<file path="src/rtl/cycle_sequencer.sv">
// Multi-cycle phase controller: one clock, per-stage enable strobes for FETCH/DECODE/EXEC/MEM/WB/TRAP.
// Optional macro SINGLE_STEP_EN adds step_mode, forcing WB -> IDLE so each run pulse retires one instruction.
module cycle_sequencer #(
   parameter int MUU_LATENCY = 4,
   parameter int MEM_WAIT    = 1
) (
   input  logic        clk,
   input  logic        reset,
   input  logic        run,
   input  logic        halt_req,
`ifdef SINGLE_STEP_EN
   input  logic        step_mode,
`endif
   input  logic        muu_op,
   input  logic        mem_access,
   input  logic        exception,
   output logic        pc_en,
   output logic        inst_en,
   output logic        reg_en,
   output logic        data_en,
   output logic        muu_en,
   output logic        epc_we,
   output logic        trap,
   output logic        busy,
   output logic [2:0]  state,
   output logic [31:0] instr_count
);

   typedef enum logic [2:0] {
      S_IDLE   = 3'd0,
      S_FETCH  = 3'd1,
      S_DECODE = 3'd2,
      S_EXEC   = 3'd3,
      S_MEM    = 3'd4,
      S_WB     = 3'd5,
      S_TRAP   = 3'd6
   } state_t;

   // Counters hold "cycles remaining after this one"; a zero parameter behaves as one cycle.
   localparam logic [7:0] EXEC_MUU_LAST = (MUU_LATENCY <= 1) ? 8'd0 : 8'(MUU_LATENCY - 1);
   localparam logic [7:0] MEM_FIRST     = (MEM_WAIT <= 1)    ? 8'd0 : 8'(MEM_WAIT - 1);

   state_t      cur, nxt;
   logic [7:0]  wait_cnt;
   logic        muu_lat;
   logic        step;

`ifdef SINGLE_STEP_EN
   assign step = step_mode;
`else
   assign step = 1'b0;
`endif

   always_ff @(posedge clk) begin
      if (reset) cur <= S_IDLE;
      else       cur <= nxt;
   end

   always_comb begin
      nxt     = cur;
      pc_en   = 1'b0;
      inst_en = 1'b0;
      reg_en  = 1'b0;
      data_en = 1'b0;
      muu_en  = 1'b0;
      epc_we  = 1'b0;
      case (cur)
         S_IDLE: begin
            if (run) nxt = S_FETCH;
         end
         S_FETCH: begin
            inst_en = 1'b1;
            nxt     = S_DECODE;
         end
         S_DECODE: begin
            nxt = S_EXEC;
         end
         S_EXEC: begin
            muu_en = muu_lat;
            if (wait_cnt == 8'd0) begin
               if (exception)       nxt = S_TRAP;
               else if (mem_access) nxt = S_MEM;
               else                 nxt = S_WB;
            end
         end
         S_MEM: begin
            data_en = (wait_cnt == MEM_FIRST);
            if (wait_cnt == 8'd0) nxt = S_WB;
         end
         S_WB: begin
            reg_en = 1'b1;
            pc_en  = 1'b1;
            if (halt_req || !run || step) nxt = S_IDLE;
            else                          nxt = S_FETCH;
         end
         S_TRAP: begin
            epc_we = 1'b1;
            pc_en  = 1'b1;
            nxt    = S_IDLE;
         end
         default: nxt = S_IDLE;
      endcase
   end

   // muu_op is captured on the edge that opens EXEC so muu_en stays a registered-state decode.
   always_ff @(posedge clk) begin
      if (reset) begin
         wait_cnt    <= 8'd0;
         muu_lat     <= 1'b0;
         trap        <= 1'b0;
         instr_count <= 32'd0;
      end else begin
         case (cur)
            S_IDLE: begin
               if (run) trap <= 1'b0;
            end
            S_DECODE: begin
               muu_lat  <= muu_op;
               wait_cnt <= muu_op ? EXEC_MUU_LAST : 8'd0;
            end
            S_EXEC: begin
               if (wait_cnt != 8'd0)               wait_cnt <= wait_cnt - 8'd1;
               else if (!exception && mem_access)  wait_cnt <= MEM_FIRST;
            end
            S_MEM: begin
               if (wait_cnt != 8'd0) wait_cnt <= wait_cnt - 8'd1;
            end
            S_WB: begin
               instr_count <= instr_count + 32'd1;
            end
            S_TRAP: begin
               trap <= 1'b1;
            end
            default: ;
         endcase
      end
   end

   assign busy  = (cur != S_IDLE);
   assign state = cur;

endmodule

</file>
<file path="config.mk">
export PLATFORM = sky130hd
export DESIGN_NAME = cycle_sequencer
export DESIGN_NICKNAME = d
export VERILOG_FILES = /design/src/rtl/cycle_sequencer.sv
export SDC_FILE = /design/constraint.sdc
export NUM_CORES = 1
export LEC_CHECK = 0
export CORE_MARGIN = 5
export CORE_UTILIZATION = 51
export DETAILED_ROUTE_END_ITERATION = 6
export PLACE_DENSITY = 0.79
export RECOVER_POWER = 50
export SLEW_MARGIN = 20
export SYNTH_ARGS = -nofsm -noshare
export SYNTH_HDL_FRONTEND = slang
export SYNTH_SLANG_ARGS = --single-unit
</file>
<file path="constraint.sdc">
create_clock -name clk -period 2.6 [get_ports clk]
set_input_delay 0.52 -clock clk [delete_from_list [all_inputs] [get_ports clk]]
set_output_delay 0.52 -clock clk [all_outputs]
set_load 0.01 [all_outputs]
</file>
# Yosys cells after proc, flatten, opt, wreduce, memory -nomap -nowiden
# Cells that the tools add are included.
# classes
addsub,2
eq_ne,11
muxes,20
reduce_logical,14
# ops
operator,n
"adder 32 x 1 -> 32 bit, second input constant",1
2-to-1 mux 8 bit,3
one-hot mux 8 bit (3 select lines),1
one-hot mux 3 bit (6 select lines),1
"== test 3 bit, second input constant",3
2-to-1 mux 1 bit,9
2-to-1 mux 3 bit,3
zero test 8 bit,1
"inequality test 2 bit, second input constant",4
nonzero test 8 bit,1
"subtractor 8 x 1 -> 8 bit, second input constant",1
"== test 3 x 2 -> 1 bit, second input constant",2
AND reduction 3 bit,2
nonzero test 3 bit,2
2-to-1 mux 2 bit,2
"== test 3 x 1 -> 1 bit, second input constant",1
zero test 3 bit,1
"inequality test 3 bit, second input constant",1
zero test 1 bit,2
one-hot mux 1 bit (2 select lines),1
AND reduction 2 bit,1
nonzero test 2 bit,1
OR reduction 2 bit,1
logical AND 1 bit,1
logical OR 1 bit,1
# totals
reg_bits,45
in_bits,7
out_inout_bits,43
word_cells,52

# Logic depth before layout (Yosys ltp)
# Gate-level depths: netlist of the first run.
# logic_depth
depth_word,5
mapped_depth,7
ltp_nobuf,6

# Worst setup path after synthesis of the first run
# Ideal clock, no wire load.
# synth_path
kind,reg-to-reg
from,reg instr_count[7]
to,reg instr_count[27]
setup_time_ps,121
t_arrival_ps,1847
t_required_ps,2479
path_slack_ps,633
path_stages_with_launch,6
path_cell_list,dfxtp_1 -> nand4_2 -> or4_4 -> buf_6 -> nor4_1 -> mux2_2
# synth_via
elab_chain_len,1
# synth_lines
element,line_no,source
start: declaration,26,output logic [31:0] instr_count
start signal: assignment,129,instr_count <= instr_count + 32'd1;
adder 32 x 1 -> 32 bit,129,
# No other way between the ends.
# A chain may end at the register's enable or synchronous reset.

# Final worst setup path of the first run
# layout_path
from,reg cur[1] (netlist: state[1])
to,out pc_en
# layout_via
elab_chain_len,3
# layout_lines
element,line_no,source
start: declaration,43,"state_t cur, nxt;"
start signal: assignment,56,else cur <= nxt;
== test 3 bit,67,case (cur)
OR reduction 2 bit (no source line) *,n/a,
2-to-1 mux 1 bit *,67,
end: declaration,17,"output logic pc_en,"
# Mark *: on every way between the ends. The rest lies on a longest branch, timed or not.

==> metrics.yaml, run 1 <==
cts:
  cts_root_buf: "clkbuf_8"
  ctsHoldBuffers: 0
  cts.reportedPaths.clkPinSlew_ns: 0.08
  cts_sinks: 45
  cts_tree: "built"
  ctsResizeCount: 0
  cts_setup_buffers: 0
  clkLatencyLatePin_ns: 0.29
  htree_levels: 2
  cts_buffer_depth: 2
  numCtsBuffers: 5
logic_synthesis:
  avgSynthCellArea_um2: 8.43
  synth_area_mm2: 0.00248
  yosys_warnings: 0
  synth_top_flop_cell: "dfxtp_1"
  synth_edf_count: 0
  synth_nets: 304
  synth.ff_latch_count: 45
  synth-async-reset-ratio_pct: 0
  ys_seq_area_share_pct: 36.3
  synthesis.instances: 294
  yosysUniqueCellTypes: 54
status:
  status: "complete, no violations"
grt:
  globalRoute.totalOverflow: 0
  grt_max_degree: 46
  grt_use_total_pct: 18.5
  grt_pass1_wl_um: 9620
  grt_pass1_vias: 2117
  antenna_found_initial: 0
cells_and_area:
  area_growth_pct: 23.8
  layout-drive-gt1-share_pct: 8.61
  most-common-layout-cells: "44 x dfxtp_1, 29 x dlygate4sd3_1, 28 x nor2_1"
  antenna_cells: 0
  nets: 347
  utilization_pct: 65.0
  final_common_cell: "dfxtp_1"
  fill_cells: 412
detailed_routing:
  firstDrtPassIters: 4
  wl_met2_um: 2760
  drtIter0Drc: 137
  route.met3.wl_um: 304
  top_layer_used: "met4"
  drtAntennaViolNets: 0
  wl_um: 5770
  met1_length_um: 2630
  vias: 2309
  vias_per_cell: 5.72
  wl_per_cell_um: 14.3
  drc: 0
setup_path:
  worstPathArrival_ns: 1.93
  worstPathMaxFanout: 14
  worstSetupPathType: "reg2out"
  cp.required_ns: 2.08
  path_cells: "and3b_1 -> or2_2 -> clkdlybuf4s50_1"
  cp_slowest_cell: "dfxtp_1"
  crit_path_end_kind: "primary output"
  critPathMaxStageDelay_ns: 0.55
  startpoint_type: "flip-flop"
timing:
  worstMarginPinSlew_ns: 0.917
  relSlewSlack_pct: 38.9
  fmax_mhz: 408
  skew_ns: 0.00569
  report.final.slew_viol_count: 0
  fin_setup_tns_ns: 0
  hold_violations: 0
  finalCritPeriodShare_pct: 94.2
  period_needed_ns: 2.45
  setup_viol: 0
  hold_slack_ns: 0.493
  rsz0062_at_grt: "false"
floorplanning:
  num_io_pins: 50
  start_util_pct: 52.5
  die_area_mm2: 0.00635
  die_h_um: 79.7
  core_area_mm2: 0.00472
  rows: 25
  fp.dieW_um: 79.7
hold_path:
  min_path_type: "reg2reg"
power_and_ir_drop:
  p_per_area_mw_per_mm2: 509
  leakagePower_nw: 1.13
  ir_drop_v: 0.000304
place:
  io_buffers: 49
  dp_hpwl_um: 4120
  gp_congestion: 0.787
flow_run:
  maxCapViolCount: 0
[through the flow]
stage | power, mW | worst slack (ns) | area, um^2 | std cells
after floorplan | 1.03 | 0.633 | 2480 | 294
after global placement | 1.13 | 0.483 | 2980 | 397
after detailed placement | 1.14 | 0.389 | 2980 | 397
after CTS | 1.57 | 0.107 | 3070 | 404
after global routing | 1.65 | 0.00138 | 3070 | 404
final | 1.56 | 0.150 | 3070 | 404
[layout make-up]
type | count | area (um^2) | area share [%]
flip-flops and latches | 45 | 902 | 29.4
inverters | 7 | 26.3 | 0.856
clock buffers | 7 | 86.3 | 2.81
repair buffers | 56 | 541 | 17.6
well taps | 67 | 83.8 | 2.73
multi-input cells | 222 | 1430 | 46.6
[worst max-delay path: cells and delay by family, from the launching register on]
kind	cells	cell delay [ns]
buffers and inverters	1	0.48
and+or+nand+nor	2	0.60
DFF	1	0.55
[registers in the layout (all words and copies together) (netlist names)]
signal / count
instr_count: 32
muu_lat: 1
state: 3
trap: 1
wait_cnt: 8
[Yosys cell counts, drive strengths merged (5+ instances only)]
cell type	number	area, um^2
nand2	17	63.8
mux2i	8	80.1
nand4	13	87.6
buf	6	62.6
nor3	6	30.0
dfxtp	45	901
mux2	6	67.6
clkbuf	13	48.8
nor2	28	105
inv	7	26.3
o21ai	7	35.0
xor2	9	78.8
nand3	17	85.1
or3	6	38.8
o31ai	10	75.1
or4	12	97.6
nand3b	7	52.6
nor2b	8	50.1
a21oi	21	105
a211oi	5	37.5
[power breakdown]
part / internal, mW / switching (mW) / total, mW
registers: 0.721 / 0.0452 / 0.767
logic: 0.162 / 0.195 / 0.357
clock network: 0.211 / 0.227 / 0.438
total: 1.09 / 0.467 / 1.56
[worst paths after layout]
path                                  from                           end  slack, ns  cells after the start
setup / recovery     state[1]$_SDFFE_PP0P_                         pc_en       0.15                      3
hold / removal    wait_cnt[7]$_SDFFE_PP0P_      wait_cnt[7]$_SDFFE_PP0P_       0.49                      2
setup reg to reg     state[2]$_SDFFE_PP0P_  instr_count[15]$_SDFFE_PP0P_       0.28                      4
hold reg to reg   wait_cnt[7]$_SDFFE_PP0P_      wait_cnt[7]$_SDFFE_PP0P_       0.49                      2
[logic make-up after synthesis]
logic type               count (synthesis)  synth area share [%]
AO/OA/AOI/OAI                           56                  14.4
XOR/XNOR                                10                  3.53
adder cells (fa/ha/maj)                  3                  1.51
buffers and inverters                   27                  5.96
flip-flops                              45                  36.3
multiplexers                            14                  5.96
AND/OR/NAND/NOR                        139                  32.3
[metal layers]
metal	up-vias	GRT usage, %
met5	-	0
met4	0	5.50
met3	8	4.29
met2	51	32.6
met1	1079	22.4
li1	1171	-
(Power assumes the default switching activity.)
==> run 2: changes to the inputs <==
CTS_CLUSTER_SIZE = 25   (was default)
==> results of run 2 <==
Final layout, timing and power as in run 1 (identical DEF).
==> run 3: changes to the inputs <==
SETUP_SLACK_MARGIN = 0.2   (was default)
==> run 3 against run 2 <==
Against the previous run:
- register-to-register slack better by 0.12 ns
- maximum frequency up 6.4%
- largest cell class unchanged
- non-clock buffer count unchanged
- via count up 0.26%
- critical path type unchanged
==> metrics.yaml, run 3 (synthesized netlist as in run 1, its figures left out) <==
status:
  status: "complete, no violations"
cells_and_area:
  most-common-layout-cells: "41 x dfxtp_1, 28 x nor2_1, 28 x dlygate4sd3_1"
  largest_reg_flops: 32  # unchanged
  utilization_pct: 65.3  # +0.37 points
  antenna_cells: 0  # unchanged
  area_growth_pct: 24.5
  largest_register: "instr_count"
  nets: 347  # unchanged
  final_common_cell: "dfxtp_1"
  layout-drive-gt1-share_pct: 9.79  # +1.2 points
cts:
  cts_buffer_depth: 2  # unchanged
  cts_sinks: 45  # unchanged
  clkLatencyLatePin_ns: 0.29  # about the same
  htree_levels: 2  # unchanged
  cts.reportedPaths.clkPinSlew_ns: 0.08  # about the same
  numCtsBuffers: 5  # unchanged
  ctsResizeCount: 4  # +4
  cts_tree: "built"
  cts_setup_buffers: 0  # unchanged
  cts_root_buf: "clkbuf_8"
  ctsHoldBuffers: 0  # unchanged
detailed_routing:
  drtIter0Drc: 205  # +50%
  vias_per_cell: 5.73  # +0.26%
  vias: 2315  # +0.26%
  firstDrtPassIters: 4  # unchanged
  drtAntennaViolNets: 0  # unchanged
  wl_um: 5760  # -0.16%
  wl_per_cell_um: 14.2  # -0.16%
  drc: 0  # unchanged
place:
  dp_slack_ns: 0.389  # unchanged
  gp_congestion: 0.787  # unchanged
  io_buffers: 49  # unchanged
  dp_hpwl_um: 4120  # unchanged
timing:
  hold_slack_ns: 0.493  # -0.000142 ns
  hold_violations: 0  # unchanged
  fmax_mhz: 434  # +6.4%
  setup_ws_ns: 0.298  # +0.148 ns
  report.final.slew_viol_count: 0  # unchanged
  rsz0062_at_grt: "false"
  fin_setup_tns_ns: 0  # unchanged
  finalCritPeriodShare_pct: 88.5  # -5.7 points
  skew_ns: 0.00557  # -0.000122 ns
  worstMarginPinSlew_ns: 0.914  # -0.00255 ns
  relSlewSlack_pct: 39.1  # +0.17 points
  period_needed_ns: 2.30  # -0.148 ns
  setup_viol: 0  # unchanged
setup_path:
  r2r_setup_slack_ns: 0.40  # +0.12 ns
  r2r_cells: 4  # unchanged
  r2r_end: "instr_count[15]$_SDFFE_PP0P_"
  cp.required_ns: 2.08  # about the same
  startpoint_type: "flip-flop"
  path_depth: 3  # unchanged
  path_cells: "and3b_1 -> or2_2 -> clkdlybuf4s50_1"
  endpoint: "pc_en"
  worstSetupPathType: "reg2out"
  worstPathArrival_ns: 1.78  # -0.15 ns
  cp-startpoint: "state[0]$_SDFFE_PP0P_"
  worstPathMaxFanout: 18  # +4
  timing.rr.start: "state[0]$_SDFFE_PP0P_"
  cp_top_family: "buffers and inverters"
  cp_num_buf_inv: 1  # unchanged
  critPathMaxStageDelay_ns: 0.53  # -0.02 ns
  crit_path_end_kind: "primary output"
  cp_slowest_cell: "clkdlybuf4s50_1"
power_and_ir_drop:
  ir_drop_v: 0.000305  # +0.36%
  p_per_area_mw_per_mm2: 507  # -0.33%
  p_int_mw: 1.10  # +0.41%
  seqPwrFrac_pct: 49.1  # about the same
  clock_power_share_pct: 27.9  # about the same
  leakagePower_nw: 1.15  # +1.5%
  combPwrFrac_pct: 22.9  # about the same
  switching_share_pct: 29.8  # -0.12 points
  p_total_mw: 1.57  # +0.24%
  p_sw_mw: 0.466  # -0.17%
hold_path:
  min_path_type: "reg2reg"
grt:
  globalRoute.totalOverflow: 0  # unchanged
  use_met1_pct: 22.9  # +0.57 points
  met3_usage_pct: 4.29  # unchanged
  antenna_found_initial: 0  # unchanged
  grt_pass1_wl_um: 9670  # +0.57%
  grt.busiest_layer: "met2"
  grt_use_total_pct: 18.7  # +0.12 points
  grt_pass1_vias: 2109  # -0.38%
  use_met2_pct: 32.3  # -0.25 points
  grt_max_degree: 46  # unchanged
floorplanning:
  start_util_pct: 52.5  # unchanged
  fp.dieW_um: 79.7  # unchanged
  rows: 25  # unchanged
  die_area_mm2: 0.00635  # unchanged
  core_area_mm2: 0.00472  # unchanged
  die_h_um: 79.7  # unchanged
  num_io_pins: 50  # unchanged
flow_run:
  maxCapViolCount: 0  # unchanged
## run 3: worst min-delay path by stage
| stage | startpoint | endpoint | slack [ns] | cells after the start |
|---|---|---|---|---|
| 2_1_floorplan | muu_lat$_SDFFE_PP0P_ | muu_lat$_SDFFE_PP0P_ | 0.45 | 2 |
| 3_3_place_gp | wait_cnt[5]$_SDFFE_PP0P_ | wait_cnt[5]$_SDFFE_PP0P_ | 0.47 | 2 |
| 3_5_place_dp | trap$_SDFFE_PP0P_ | trap$_SDFFE_PP0P_ | 0.48 | 2 |
| 4_1_cts | muu_lat$_SDFFE_PP0P_ | muu_lat$_SDFFE_PP0P_ | 0.50 | 2 |
| 5_1_grt | wait_cnt[7]$_SDFFE_PP0P_ | wait_cnt[7]$_SDFFE_PP0P_ | 0.51 | 2 |
| 6_report | muu_lat$_SDFFE_PP0P_ | muu_lat$_SDFFE_PP0P_ | 0.49 | 2 |
## run 3: layer usage
metal / wire (um) / part of all wire, %
met2: 2750 / 48
met1: 2620 / 45
met3: 316 / 5.5
met5: 0 / 0
met4: 76 / 1.3
## run 3: cell type report
cell class,count,area [um^2]
Timing Repair Buffer,56,543
Multi-Input combinational cell,222,1440
Inverter,7,26.3
Fill cell,408,1640
Sequential cell,45,911
Clock buffer,7,86.3
Tap cell,67,83.8
## run 3: worst min-delay path: stages, from the launching register on
cell and delay, ns:
dfxtp_1 0.32, mux2i_1 0.06, nor2_1 0.07
## run 3: stage by stage
step	cells	instance area, um^2
6_report	404	3090
5_1_grt	404	3090
4_1_cts	404	3080
3_5_place_dp	397	2980
3_3_place_gp	397	2980
2_1_floorplan	294	2480
## run 3: power by group through the flow
stage	Combinational [mW]	Sequential, mW	Clock (mW)
final	0.359	0.769	0.437
after global routing	0.400	0.777	0.483
after CTS	0.360	0.768	0.447
after detailed placement	0.357	0.781	0
after global placement	0.353	0.778	0
after floorplan	0.274	0.761	0
